--- config.mk ---
export PLATFORM = sky130hd
export DESIGN_NAME = stack_arbiter_ctrl
export DESIGN_NICKNAME = d
export VERILOG_FILES = /design/src/rtl/stack_pkg.sv /design/src/rtl/stack_arb2.sv /design/src/rtl/stack_arbiter_ctrl.sv
export SDC_FILE = /design/constraint.sdc
export NUM_CORES = 1
export LEC_CHECK = 0
export CORE_UTILIZATION = 30
export DETAILED_ROUTE_END_ITERATION = 8
export PLACE_DENSITY = 0.67
export SLEW_MARGIN = 25
export SYNTH_ARGS = -nofsm -noshare
export SYNTH_HDL_FRONTEND = slang
export SYNTH_SLANG_ARGS = --single-unit
--- constraint.sdc ---
create_clock -name clk -period 3.95 [get_ports clk]
set_clock_uncertainty 0.2 [all_clocks]
set_input_delay 0.79 -clock clk [delete_from_list [all_inputs] [get_ports clk]]
set_output_delay 0.79 -clock clk [all_outputs]
set_load 0.02 [all_outputs]
--- src/rtl/stack_pkg.sv ---
// Shared definitions for the return-address stack front-end controller:
// geometry constants, FSM state encoding, per-port op decoding and a helper
// that maps an occupancy count onto its FSM state.
package stack_pkg;

  localparam int STK_DEPTH = 8;
  localparam int STK_DW    = 12;
  localparam int STK_CW    = $clog2(STK_DEPTH + 1);

  typedef enum logic [1:0] {
    ST_EMPTY   = 2'd0,
    ST_PARTIAL = 2'd1,
    ST_FULL    = 2'd2,
    ST_FAULT   = 2'd3
  } state_t;

  typedef enum logic [1:0] {
    OP_NONE = 2'd0,
    OP_PUSH = 2'd1,
    OP_POP  = 2'd2
  } op_t;

  // Push wins over pop when a port raises both; that is not an error.
  function automatic op_t port_op(input logic push, input logic pop);
    if (push) return OP_PUSH;
    if (pop)  return OP_POP;
    return OP_NONE;
  endfunction

  // Occupancy state implied by a count (never returns ST_FAULT).
  function automatic state_t state_from_count(input int unsigned cnt,
                                              input int unsigned depth);
    if (cnt == 0)     return ST_EMPTY;
    if (cnt >= depth) return ST_FULL;
    return ST_PARTIAL;
  endfunction

endpackage

--- src/rtl/stack_arb2.sv ---
// Two-port arbiter for the stack front end.
// STACK_ARB_RR_EN defined : round-robin; the pointer names the favoured port and
//                           flips to the other port after every grant.
// STACK_ARB_RR_EN undefined: fixed priority, port 1 (interrupt/trap) always wins.
module stack_arb2 (
`ifdef STACK_ARB_RR_EN
  input  logic clk,
  input  logic rst,
  input  logic i_upd,
`endif
  input  logic i_req0,
  input  logic i_req1,
  output logic o_valid,
  output logic o_sel
);

  assign o_valid = i_req0 | i_req1;

`ifdef STACK_ARB_RR_EN
  logic r_ptr;

  // Pick the favoured port on contention, otherwise whichever port is asking.
  always_comb begin
    if (i_req0 && i_req1) o_sel = r_ptr;
    else                  o_sel = i_req1;
  end

  // Hand priority to the other port after each grant, faulting grants included.
  always_ff @(posedge clk) begin
    // NOTE: sequential state uses non-blocking assignments so every flop
    // samples pre-edge values regardless of block ordering.
    if (rst)                    r_ptr <= 1'b0;
    else if (i_upd && o_valid)  r_ptr <= ~o_sel;
  end
`else
  // Port 1 wins whenever it requests.
  always_comb begin
    o_sel = i_req1;
  end
`endif

endmodule

--- src/rtl/stack_arbiter_ctrl.sv ---
// Front-end controller for the 8-entry, 12-bit return-address stack.
// Arbitrates CPU (port 0) and interrupt/trap (port 1) push/pop requests, blocks
// illegal ops, tracks occupancy and latches a sticky fault until clr_fault.
// Build option: STACK_ARB_RR_EN selects round-robin arbitration (see stack_arb2).
module stack_arbiter_ctrl
  import stack_pkg::*;
#(
  parameter int DEPTH = STK_DEPTH,
  parameter int DW    = STK_DW,
  parameter int CW    = STK_CW
) (
  input  logic          clk,
  input  logic          rst,
  input  logic          req0_push,
  input  logic          req0_pop,
  input  logic [DW-1:0] req0_wdata,
  input  logic          req1_push,
  input  logic          req1_pop,
  input  logic [DW-1:0] req1_wdata,
  output logic          gnt0,
  output logic          gnt1,
  output logic          stk_push,
  output logic          stk_pop,
  output logic [DW-1:0] stk_wdata,
  output logic [CW-1:0] count,
  output logic          full,
  output logic          empty,
  output logic          fault,
  output logic          fault_src,
  input  logic          clr_fault
);

  state_t        r_state;
  logic [CW-1:0] r_count;
  logic          r_full;
  logic          r_empty;
  logic          r_fault;
  logic          r_fault_src;

  op_t           w_op0;
  op_t           w_op1;
  op_t           w_op;
  logic          w_req0;
  logic          w_req1;
  logic          w_any;
  logic          w_sel;
  logic          w_active;
  logic          w_legal;
  logic [DW-1:0] w_wdata;
  logic [CW-1:0] w_count_nxt;

  assign w_op0  = port_op(req0_push, req0_pop);
  assign w_op1  = port_op(req1_push, req1_pop);
  assign w_req0 = (w_op0 != OP_NONE);
  assign w_req1 = (w_op1 != OP_NONE);

  stack_arb2 u_arb (
`ifdef STACK_ARB_RR_EN
    .clk     (clk),
    .rst     (rst),
    .i_upd   (w_active),
`endif
    .i_req0  (w_req0),
    .i_req1  (w_req1),
    .o_valid (w_any),
    .o_sel   (w_sel)
  );

  // A grant is issued only outside FAULT and never while reset is asserted.
  assign w_active = w_any && (r_state != ST_FAULT) && !rst;
  assign w_op     = w_sel ? w_op1 : w_op0;
  assign w_wdata  = w_sel ? req1_wdata : req0_wdata;

  // Decide legality of the winning op and the occupancy it would produce.
  always_comb begin
    // NOTE: every combinational output gets a default first so no path
    // leaves it unassigned and infers a latch.
    w_legal     = 1'b0;
    w_count_nxt = r_count;
    case (w_op)
      OP_PUSH: begin
        w_legal     = (r_count < CW'(DEPTH));
        w_count_nxt = r_count + CW'(1);
      end
      OP_POP: begin
        w_legal     = (r_count != '0);
        w_count_nxt = r_count - CW'(1);
      end
      default: begin
        w_legal     = 1'b0;
        w_count_nxt = r_count;
      end
    endcase
  end

  // The winning port is always acknowledged, even for an illegal (consumed) op;
  // only legal ops reach the stack.
  assign gnt0      = w_active && !w_sel;
  assign gnt1      = w_active &&  w_sel;
  assign stk_push  = w_active && w_legal && (w_op == OP_PUSH);
  assign stk_pop   = w_active && w_legal && (w_op == OP_POP);
  assign stk_wdata = stk_push ? w_wdata : '0;

  // Occupancy FSM: count, state and the sticky fault all update here.
  always_ff @(posedge clk) begin
    if (rst) begin
      r_state     <= ST_EMPTY;
      r_count     <= '0;
      r_full      <= 1'b0;
      r_empty     <= 1'b1;
      r_fault     <= 1'b0;
      r_fault_src <= 1'b0;
    end else begin
      case (r_state)
        ST_FAULT: begin
          // Count is frozen; leaving FAULT re-derives the occupancy state.
          if (clr_fault) begin
            r_state <= state_from_count(int'(r_count), DEPTH);
            r_fault <= 1'b0;
          end
        end
        default: begin
          if (w_active) begin
            if (!w_legal) begin
              r_state     <= ST_FAULT;
              r_fault     <= 1'b1;
              r_fault_src <= w_sel;
            end else begin
              r_count <= w_count_nxt;
              r_state <= state_from_count(int'(w_count_nxt), DEPTH);
              r_full  <= (w_count_nxt == CW'(DEPTH));
              r_empty <= (w_count_nxt == '0);
            end
          end
        end
      endcase
    end
  end

  assign count     = r_count;
  assign full      = r_full;
  assign empty     = r_empty;
  assign fault     = r_fault;
  assign fault_src = r_fault_src;

endmodule
==> results of run 1 <==
logic make-up (layout without fill, tap and decap cells):
group,Yosys count,in the layout,share of synthesized area
xor+xnor,6,6,0.0588
flops,10,10,0.224
buf+inv,17,85,0.0812
compound gates,34,34,0.248
fa+ha+maj,4,4,0.0560
simple gates,56,56,0.297
mux,3,3,0.0350
worst max-delay path: cells and delay by family:
family,cells,cell delay [ps]
AOI/OAI and AO/OA,3,360
and+or+nand+nor,1,160
adders and majority gates,1,270
buffers and inverters,6,1280
power breakdown:
group          switching, mW  internal (mW)
logic                 0.0778         0.0893
registers            0.00837          0.111
clock network         0.0377         0.0560
total                  0.124          0.256
metrics by stage:
stage / cell area, sq um / hold WS (ps) / std cells / power [mW] / setup WS [ps]
finish: 1590 / 282 / 229 / 0.380 / 100
global route: 1590 / 304 / 229 / 0.401 / -23.5
CTS: 1590 / 292 / 229 / 0.380 / 0.211
detailed placement: 1570 / 282 / 225 / 0.291 / -269
global placement: 1570 / 264 / 225 / 0.288 / -152
floorplan: 893 / 282 / 130 / 0.205 / 501
what timing repair did:
| item | 4_1_cts | 5_1_grt |
|---|---|---|
| hold endpoints to repair | 0 | 0 |
| setup endpoints to repair | 14 | 13 |
| hold buffers | 0 | 0 |
| gates resized for setup | 14 | 11 |
how the worst max path moves through the flow:
stage / from / end / cells past startpoint
floorplan: req1_pop / stk_wdata[10] / 9
global placement: req1_pop / stk_pop / 10
detailed placement: req1_pop / stk_pop / 10
CTS: req1_pop / stk_pop / 10
global route: req1_pop / stk_wdata[11] / 11
finish: req1_pop / stk_wdata[7] / 11
layout make-up:
| cell class | count | area (sq um) | share of cell area |
|---|---|---|---|
| Inverter | 9 | 33.8 | 0.0213 |
| Sequential cell | 10 | 200 | 0.126 |
| Timing Repair Buffer | 72 | 649 | 0.409 |
| Clock buffer | 4 | 36.3 | 0.0229 |
| Tap cell | 31 | 38.8 | 0.0244 |
| Multi-Input combinational cell | 103 | 628 | 0.396 |
cells in the mapped netlist, types with 2 or more instances:
cell type and number:
nand2_1 25, a21oi_1 18, nor2_1 13, dfxtp_1 10, inv_1 9, clkbuf_1 5
ha_1 4, nor3_1 3, o21ai_0 3, o21ai_1 3, xnor2_1 3, xor2_1 3
and2_1 2, mux2i_1 2, nand3_1 2, nor2b_1 2, nor4_1 2
routing by layer:
metal	share of wire	wire length (um)	up-vias
li1	-	-	577
met1	0.43	1220	532
met2	0.51	1440	34
met3	0.037	105	8
met4	0.022	62	0
met5	0	0	-
registers in the layout, indices dropped and copies added (netlist names):
name,cells
count,4
r_state,2
empty,1
fault,1
fault_src,1
full,1
==> impl_metrics.csv, run 1 <==
group,metric,value,unit
clocking,clk_path_buf_depth,2,
timing,max_slew.worst_pin.slew,629,ps
pwr,power-per-cell-area,239,nW/um^2
flow_run,cap_violations,0,
route,routed_wl,2830,um
die,pin_count,55,
critical_path,end_kind,"output port",
clocking,cts_sinks,10,
global_routing,met3_usage,0.0207,
global_routing,track_usage,0.177,
route,drtPass1Iterations,4,
pwr,p_leak,0.725,nW
route,drt_iter0_drc,25,
synth,synth_top_area_frac,0.224,
cells_and_area,syn2layout_area_growth,77.6,%
synth,yosysSeqAreaShare,0.224,
cells_and_area,final_core_util,0.570,
timing,final_max_slew_viol_count,0,
synth,yosys_most_used_dff,"dfxtp_1",
timing,fin_crit_sh,0.975,
synth,async_reset_ff_frac,0,
synth,yosysWarnings,0,
global_routing,overflow,0,
cells_and_area,drive_above_1_share,0.167,
clocking,clk_pin_slew,70,ps
global_routing,grt_use_met2,0.316,
timing,slew_headroom,0.577,
route,vias,1151,
cells_and_area,final_common_cell,"clkdlybuf4s50_1",
placement,place_hpwl,2290,um
die,die_y,56.6,um
critical_path,arrival,2860,ps
critical_path,crit_path_frequent_cell,"inv_1",
critical_path,r2r_start,"count[1]",
global_routing,grt_pass1_wl,4510,um
critical_path,rr_worst_depth,7,
critical_path,r2r_setup_slack,1710,ps
cells_and_area,fill_cells,260,
synth,synth_enable_flop_cells,0,
synth,syn-instance-count,130,
die,start_util,0.321,
clocking,postCtsSetupBuffers,0,
route,drc,0,
clocking,clk_latency,270,ps
global_routing,grt_max_degree,15,
timing,hold_viol,0,
synth,ys_ff_latch,10,
clocking,h-tree-depth,1,
placement,gp_congestion,0.782,
timing,fmax,260,MHz
synth,synth_area_leaders,"dfxtp_1 (22%), nand2_1 (11%), a21oi_1 (10%)",
cells_and_area,final_cell_mix,"clkdlybuf4s50_1 (40), nand2_1 (25), a21oi_1 (18), buf_4 (18), nor2_1 (11)",
die,fp-row-count,19,
worst_hold_path,min_path_cells,2,
global_routing,grt_pass1_vias,1059,
cells_and_area,finalNetCount,234,
synth,synthDistinctLibCells,38,
timing,finalSetupViolations,0,
critical_path,crit_required,2960,ps
critical_path,critPathSlowestCell,"clkdlybuf4s50_1",
global_routing,busiest_layer,"met2",
timing,period_minus_slack,3850,ps
cells_and_area,diodes,0,
run_status,outcome,"complete, no violations",
die,die_area,3200,sq um
critical_path,start_kind,"input pin",
worst_hold_path,hp-class,"register to register",
route,wl_per_cell,12.3,um
critical_path,worst-path-max-fanout,13,
global_routing,antenna_found_initial,0,
pwr,peakVddDrop,0.209,mV
clocking,tritoncts,"built",
worst_hold_path,whs_endpoint,"full",
critical_path,crit_chain,"clkdlybuf4s50_1 -> inv_1 -> a21oi_1 -> inv_1 -> nor2_2 -> ha_1 -> inv_1 -> o2111ai_1 -> buf_4 -> a21oi_1 -> dlygate4sd2_1",
synth,syn_area_per_cell,6.87,sq um
die,chipWidth,56.6,um
placement,port_buffers,54,
clocking,cts_made_buffers,3,
worst_hold_path,min_from,"full",
global_routing,grt_use_met1,0.205,
timing,fin_tns_setup,0,ps
route,postRouteAntennaNets,0,
synth,syn_nets,165,
critical_path,max_stage_delay,500,ps
die,core_area,2780,sq um
synth,netlist_area,893,sq um
critical_path,crit_type,"input pin to output port",
synth,yosysTopAreaCell,"dfxtp_1",
clocking,cts_root_buf,"clkbuf_4",
critical_path,r2r_end,"full",
route,vias_per_cell,5.03,
(Power assumes the default switching activity.)
==> run 2, diff against run 1 <==
- CORE_MARGIN: unset -> 2
==> run 2 against run 1 <==
Effect of this change:
- global-route usage fell by 0.58 points
- worst hold slack better by 1.3 ps
- utilization down 1.8 points
- fmax rose by 0.78%
- design area down 3.1%
- first-iteration DRC count is 56% higher
- sequential share of layout area grew 0.40 points
- wire length is 1.4% higher
- highest routed layer unchanged
- largest power group unchanged
- critical path depth is the same
- cell count decreased by 0.87%
==> impl_metrics.csv, run 2 (synthesized netlist as in run 1, its figures left out) <==
group,metric,value,unit
route,postRouteAntennaNets,0,
cells_and_area,syn2layout_area_growth,72.1,%
placement,place_area,1560,sq um
cells_and_area,largest_reg_flops,4,
global_routing,grt_max_degree,15,
timing,period_minus_slack,3820,ps
die,pin_count,55,
critical_path,start_kind,"input pin",
pwr,p_seq_frac,0.335,
placement,pre_cts_slack,-266,ps
clocking,postCtsSetupBuffers,0,
flow_run,cap_violations,0,
die,die_area,3430,sq um
clocking,clk_pin_slew,60,ps
route,drtPass1Iterations,4,
worst_hold_path,hp-class,"register to register",
pwr,peakVddDrop,0.188,mV
pwr,switching_share,0.345,
cells_and_area,final-seq-area,200,sq um
die,core_area,2780,sq um
clocking,cts_root_buf,"clkbuf_4",
die,start_util,0.321,
route,drt_iter0_drc,39,
critical_path,crit_required,2960,ps
pwr,netSwitchingPower,0.122,mW
cells_and_area,final_common_cell,"clkdlybuf4s50_1",
cells_and_area,diodes,0,
critical_path,arrival,2830,ps
route,routed_wl,2860,um
route,vias,1132,
cells_and_area,fill_cells,269,
cells_and_area,multiInputGateArea,626,sq um
timing,final_max_slew_viol_count,0,
cells_and_area,finalNetCount,233,
clocking,cts_sinks,10,
global_routing,overflow,0,
global_routing,track_usage,0.171,
pwr,clock_power_share,0.202,
cells_and_area,fin_area,1540,sq um
cells_and_area,final_core_util,0.553,
route,wl_per_cell,12.6,um
pwr,combPwrFrac,0.464,
global_routing,grt_pass1_vias,1048,
clocking,cts_made_buffers,3,
pwr,p_leak,0.687,nW
timing,slew_headroom,0.614,
cells_and_area,final_cell_mix,"clkdlybuf4s50_1 (40), nand2_1 (25), a21oi_1 (18), buf_4 (17), nor2_1 (11)",
placement,place_hpwl,2360,um
global_routing,antenna_found_initial,0,
critical_path,crit_start,"req1_pop",
clocking,h-tree-depth,1,
placement,placed_cells,224,
critical_path,rr_worst_depth,7,
timing,max_slew.worst_pin.slew,575,ps
pwr,power-per-cell-area,231,nW/um^2
clocking,tritoncts,"built",
die,die_y,58.6,um
clocking,clk_path_buf_depth,2,
placement,gp_congestion,0.751,
critical_path,endpoint,"stk_wdata[9]",
critical_path,r2r_setup_slack,1730,ps
critical_path,r2r_start,"count[1]",
global_routing,grt_pass1_wl,4640,um
critical_path,worst-path-max-fanout,13,
run_status,outcome,"complete, no violations",
timing,fmax,262,MHz
critical_path,r2r_end,"full",
timing,fin_crit_sh,0.967,
clocking,postCtsHoldBufs,0,
clocking,clk_latency,270,ps
clocking,cts_resized,14,
cells_and_area,drive_above_1_share,0.189,
critical_path,end_kind,"output port",
route,vias_per_cell,4.99,
pwr,internal-power,0.233,mW
route,drc,0,
die,chipWidth,58.6,um
timing,finalSetupViolations,0,
cells_and_area,final_cells,227,
timing,hold_viol,0,
critical_path,crit_type,"input pin to output port",
placement,port_buffers,54,
timing,setup_ws,130,ps
die,fp-row-count,19,
-- run 2: how the worst min path moves through the flow --
stage | start | endpoint | slack (ps) | depth (start not counted)
after floorplan | r_state[0] | r_state[0] | 280 | 2
after global placement | full | full | 270 | 2
after detailed placement | full | full | 280 | 2
after CTS | full | full | 290 | 2
after global routing | full | full | 330 | 2
final | full | full | 280 | 2
-- run 2: metrics by stage --
stage	total power, mW	setup TNS [ps]	hold WS (ps)
after global routing	0.373	-1.06	328
after global placement	0.286	-1890	270
final	0.355	0	284
after detailed placement	0.290	-3170	275
after CTS	0.356	0	285
after floorplan	0.205	0	282
-- run 2: worst max-delay path: stages --
cell             delay, ps
clkdlybuf4s50_1        500
inv_1                   50
a21oi_1                170
inv_1                  100
nor2_2                 160
ha_1                   260
inv_1                   70
o2111ai_1               90
buf_4                  200
a21oi_1                130
clkdlybuf4s15_1        320
-- run 2: power by group through the flow --
stage          Sequential, mW  Combinational [mW]  Clock, mW
2_1_floorplan           0.126              0.0785          0
3_3_place_gp            0.120               0.166          0
3_5_place_dp            0.121               0.169          0
4_1_cts                 0.119               0.165     0.0715
5_1_grt                 0.121               0.180     0.0727
6_report                0.119               0.165     0.0717
-- run 2: final cells by class --
cell class | count | share of cell area
Multi-Input combinational cell | 103 | 0.407
Timing Repair Buffer | 71 | 0.401
Sequential cell | 10 | 0.130
Tap cell | 31 | 0.0252
Inverter | 9 | 0.0220
Clock buffer | 3 | 0.0146
-- run 2: routing by layer --
| layer | up-vias | global-route usage | wire (um) |
|---|---|---|---|
| met5 | - | 0 | 0 |
| met4 | 0 | 0.0747 | 53 |
| met3 | 7 | 0.0286 | 127 |
| met2 | 36 | 0.297 | 1480 |
| met1 | 510 | 0.207 | 1200 |
| li1 | 579 | - | - |
==> run 3, diff against run 2 <==
- CTS_CLUSTER_SIZE: unset -> 14
- PLACE_DENSITY: 0.67 -> 0.68
==> run 3 against run 2 <==
Effect of this change:
- highest routed layer unchanged
- die area did not move
- critical endpoint is now stk_push
- clock power fell by 9.5%
- global-route usage fell by 0.27 points
- largest cell class unchanged
==> impl_metrics.csv, run 3 (synthesized netlist as in run 1, its figures left out) <==
group,metric,value,unit
run_status,outcome,"complete, no violations",
placement,place_hpwl,2310,um
cells_and_area,fill_cells,280,
timing,setup_ws,180,ps
placement,place_area,1560,sq um
clocking,cts_made_buffers,3,
die,fp-row-count,19,
cells_and_area,multiInputGateArea,626,sq um
pwr,p_seq_frac,0.341,
die,core_area,2780,sq um
placement,port_buffers,54,
timing,fin_tns_setup,0,ps
timing,rsz0062_at_grt,"false",
critical_path,worst-path-max-fanout,13,
cells_and_area,final-seq-area,200,sq um
global_routing,grt_pass1_wl,4690,um
clocking,postCtsHoldBufs,0,
die,die_area,3430,sq um
clocking,clk_path_buf_depth,2,
clocking,h-tree-depth,1,
pwr,switching_share,0.334,
timing,fin_crit_sh,0.954,
critical_path,crit_start,"req1_pop",
route,postRouteAntennaNets,0,
route,vias,1138,
clocking,tritoncts,"built",
placement,placed_cells,224,
placement,pre_cts_slack,-276,ps
cells_and_area,final_core_util,0.547,
critical_path,crit_type,"input pin to output port",
global_routing,grt_max_degree,15,
route,routed_wl,2800,um
pwr,p_leak,0.687,nW
cells_and_area,finalNetCount,233,
critical_path,critPathSlowestCell,"clkdlybuf4s50_1",
timing,holdWs,273,ps
cells_and_area,largest_reg_flops,4,
route,vias_per_cell,5.01,
pwr,power-per-cell-area,229,nW/um^2
timing,final_max_slew_viol_count,0,
timing,hold_viol,0,
pwr,clock_power_share,0.186,
critical_path,cp.depth,11,
critical_path,arrival,2780,ps
cells_and_area,fin_area,1520,sq um
clocking,clk_latency,250,ps
global_routing,grt_pass1_vias,1079,
route,drt_iter0_drc,38,
timing,finalSetupViolations,0,
cells_and_area,final_common_cell,"clkdlybuf4s50_1",
critical_path,r2r_setup_slack,1740,ps
critical_path,r2r_end,"full",
cells_and_area,syn2layout_area_growth,70.4,%
clocking,cts_root_buf,"clkbuf_4",
route,wl_per_cell,12.3,um
timing,period_minus_slack,3770,ps
cells_and_area,final_cell_mix,"clkdlybuf4s50_1 (40), nand2_1 (25), a21oi_1 (18), buf_4 (17), clkbuf_2 (13)",
clocking,cts_sinks,10,
critical_path,crit_buf_inv,7,
critical_path,crit_chain,"clkdlybuf4s50_1 -> inv_1 -> a21oi_1 -> inv_1 -> nor2_2 -> ha_1 -> inv_1 -> o2111ai_1 -> buf_4 -> inv_1 -> dlygate4sd2_1",
pwr,finalPower,0.348,mW
critical_path,end_kind,"output port",
pwr,netSwitchingPower,0.117,mW
timing,max_slew.worst_pin.slew,576,ps
route,drtPass1Iterations,4,
flow_run,cap_violations,0,
cells_and_area,drive_above_1_share,0.204,
critical_path,crit_path_frequent_cell,"inv_1",
placement,gp_congestion,0.759,
critical_path,start_kind,"input pin",
global_routing,overflow,0,
die,die_y,58.6,um
critical_path,rr_worst_depth,7,
critical_path,max_stage_delay,490,ps
pwr,combPwrFrac,0.473,
clocking,clk_pin_slew,60,ps
route,drc,0,
die,start_util,0.321,
critical_path,endpoint,"stk_push",
cells_and_area,diodes,0,
cells_and_area,final_cells,227,
pwr,peakVddDrop,0.202,mV
die,chipWidth,58.6,um
timing,fmax,265,MHz
pwr,internal-power,0.232,mW
global_routing,antenna_found_initial,0,
die,pin_count,55,
clocking,postCtsSetupBuffers,0,
worst_hold_path,hp-class,"register to register",
global_routing,track_usage,0.169,
timing,slew_headroom,0.613,
critical_path,r2r_start,"count[1]",
critical_path,cp_top_family,"buffers and inverters",
critical_path,crit_required,2960,ps
-- run 3: changes by cell type in the layout (fill, tap and decap cells not counted) --
| cell | change |
|---|---|
| clkdlybuf4s15_1 | -3 |
| clkbuf_2 | +3 |
-- run 3: power by group through the flow --
stage	sequential [mW]	clock [mW]	combinational (mW)
global placement	0.120	0	0.166
floorplan	0.126	0	0.0785
global route	0.121	0.0736	0.180
detailed placement	0.121	0	0.169
CTS	0.119	0.0672	0.167
finish	0.119	0.0649	0.165
-- run 3: worst register-to-register path, delay by kind of cell, from the launching register on --
family,cells,cell delay [ps]
DFF,1,480
xor gates and xnor gates,2,270
adders and majority gates,1,180
AOI/OAI and AO/OA,2,240
muxes,1,370
and+or+nand+nor,1,380
-- run 3: how the worst min path moves through the flow --
stage | depth (start not counted) | startpoint | endpoint
after floorplan | 2 | r_state[0] | r_state[0]
after global placement | 2 | full | full
after detailed placement | 2 | full | full
after CTS | 2 | full | full
after global routing | 2 | full | full
final | 2 | full | full
-- run 3: final cells by class --
cell class	instances	share of cell area
Inverter	9	0.0222
Sequential cell	10	0.131
Clock buffer	3	0.0148
Timing Repair Buffer	71	0.395
Tap cell	31	0.0255
Multi-Input combinational cell	103	0.411
-- run 3: timing repair --
action	CTS	global route
resized for setup	15	27
endpoints found under the setup margin	14	13
pin swaps	0	0
cloned	0	0
-- run 3: metal layers --
layer  GRT usage  up-vias  share of wire
met2       0.310       37           0.53
met4      0.0487        0         0.0057
li1            -      574              -
met3     0.00879        3          0.039
met1       0.212      524           0.43
met5           0        -              0
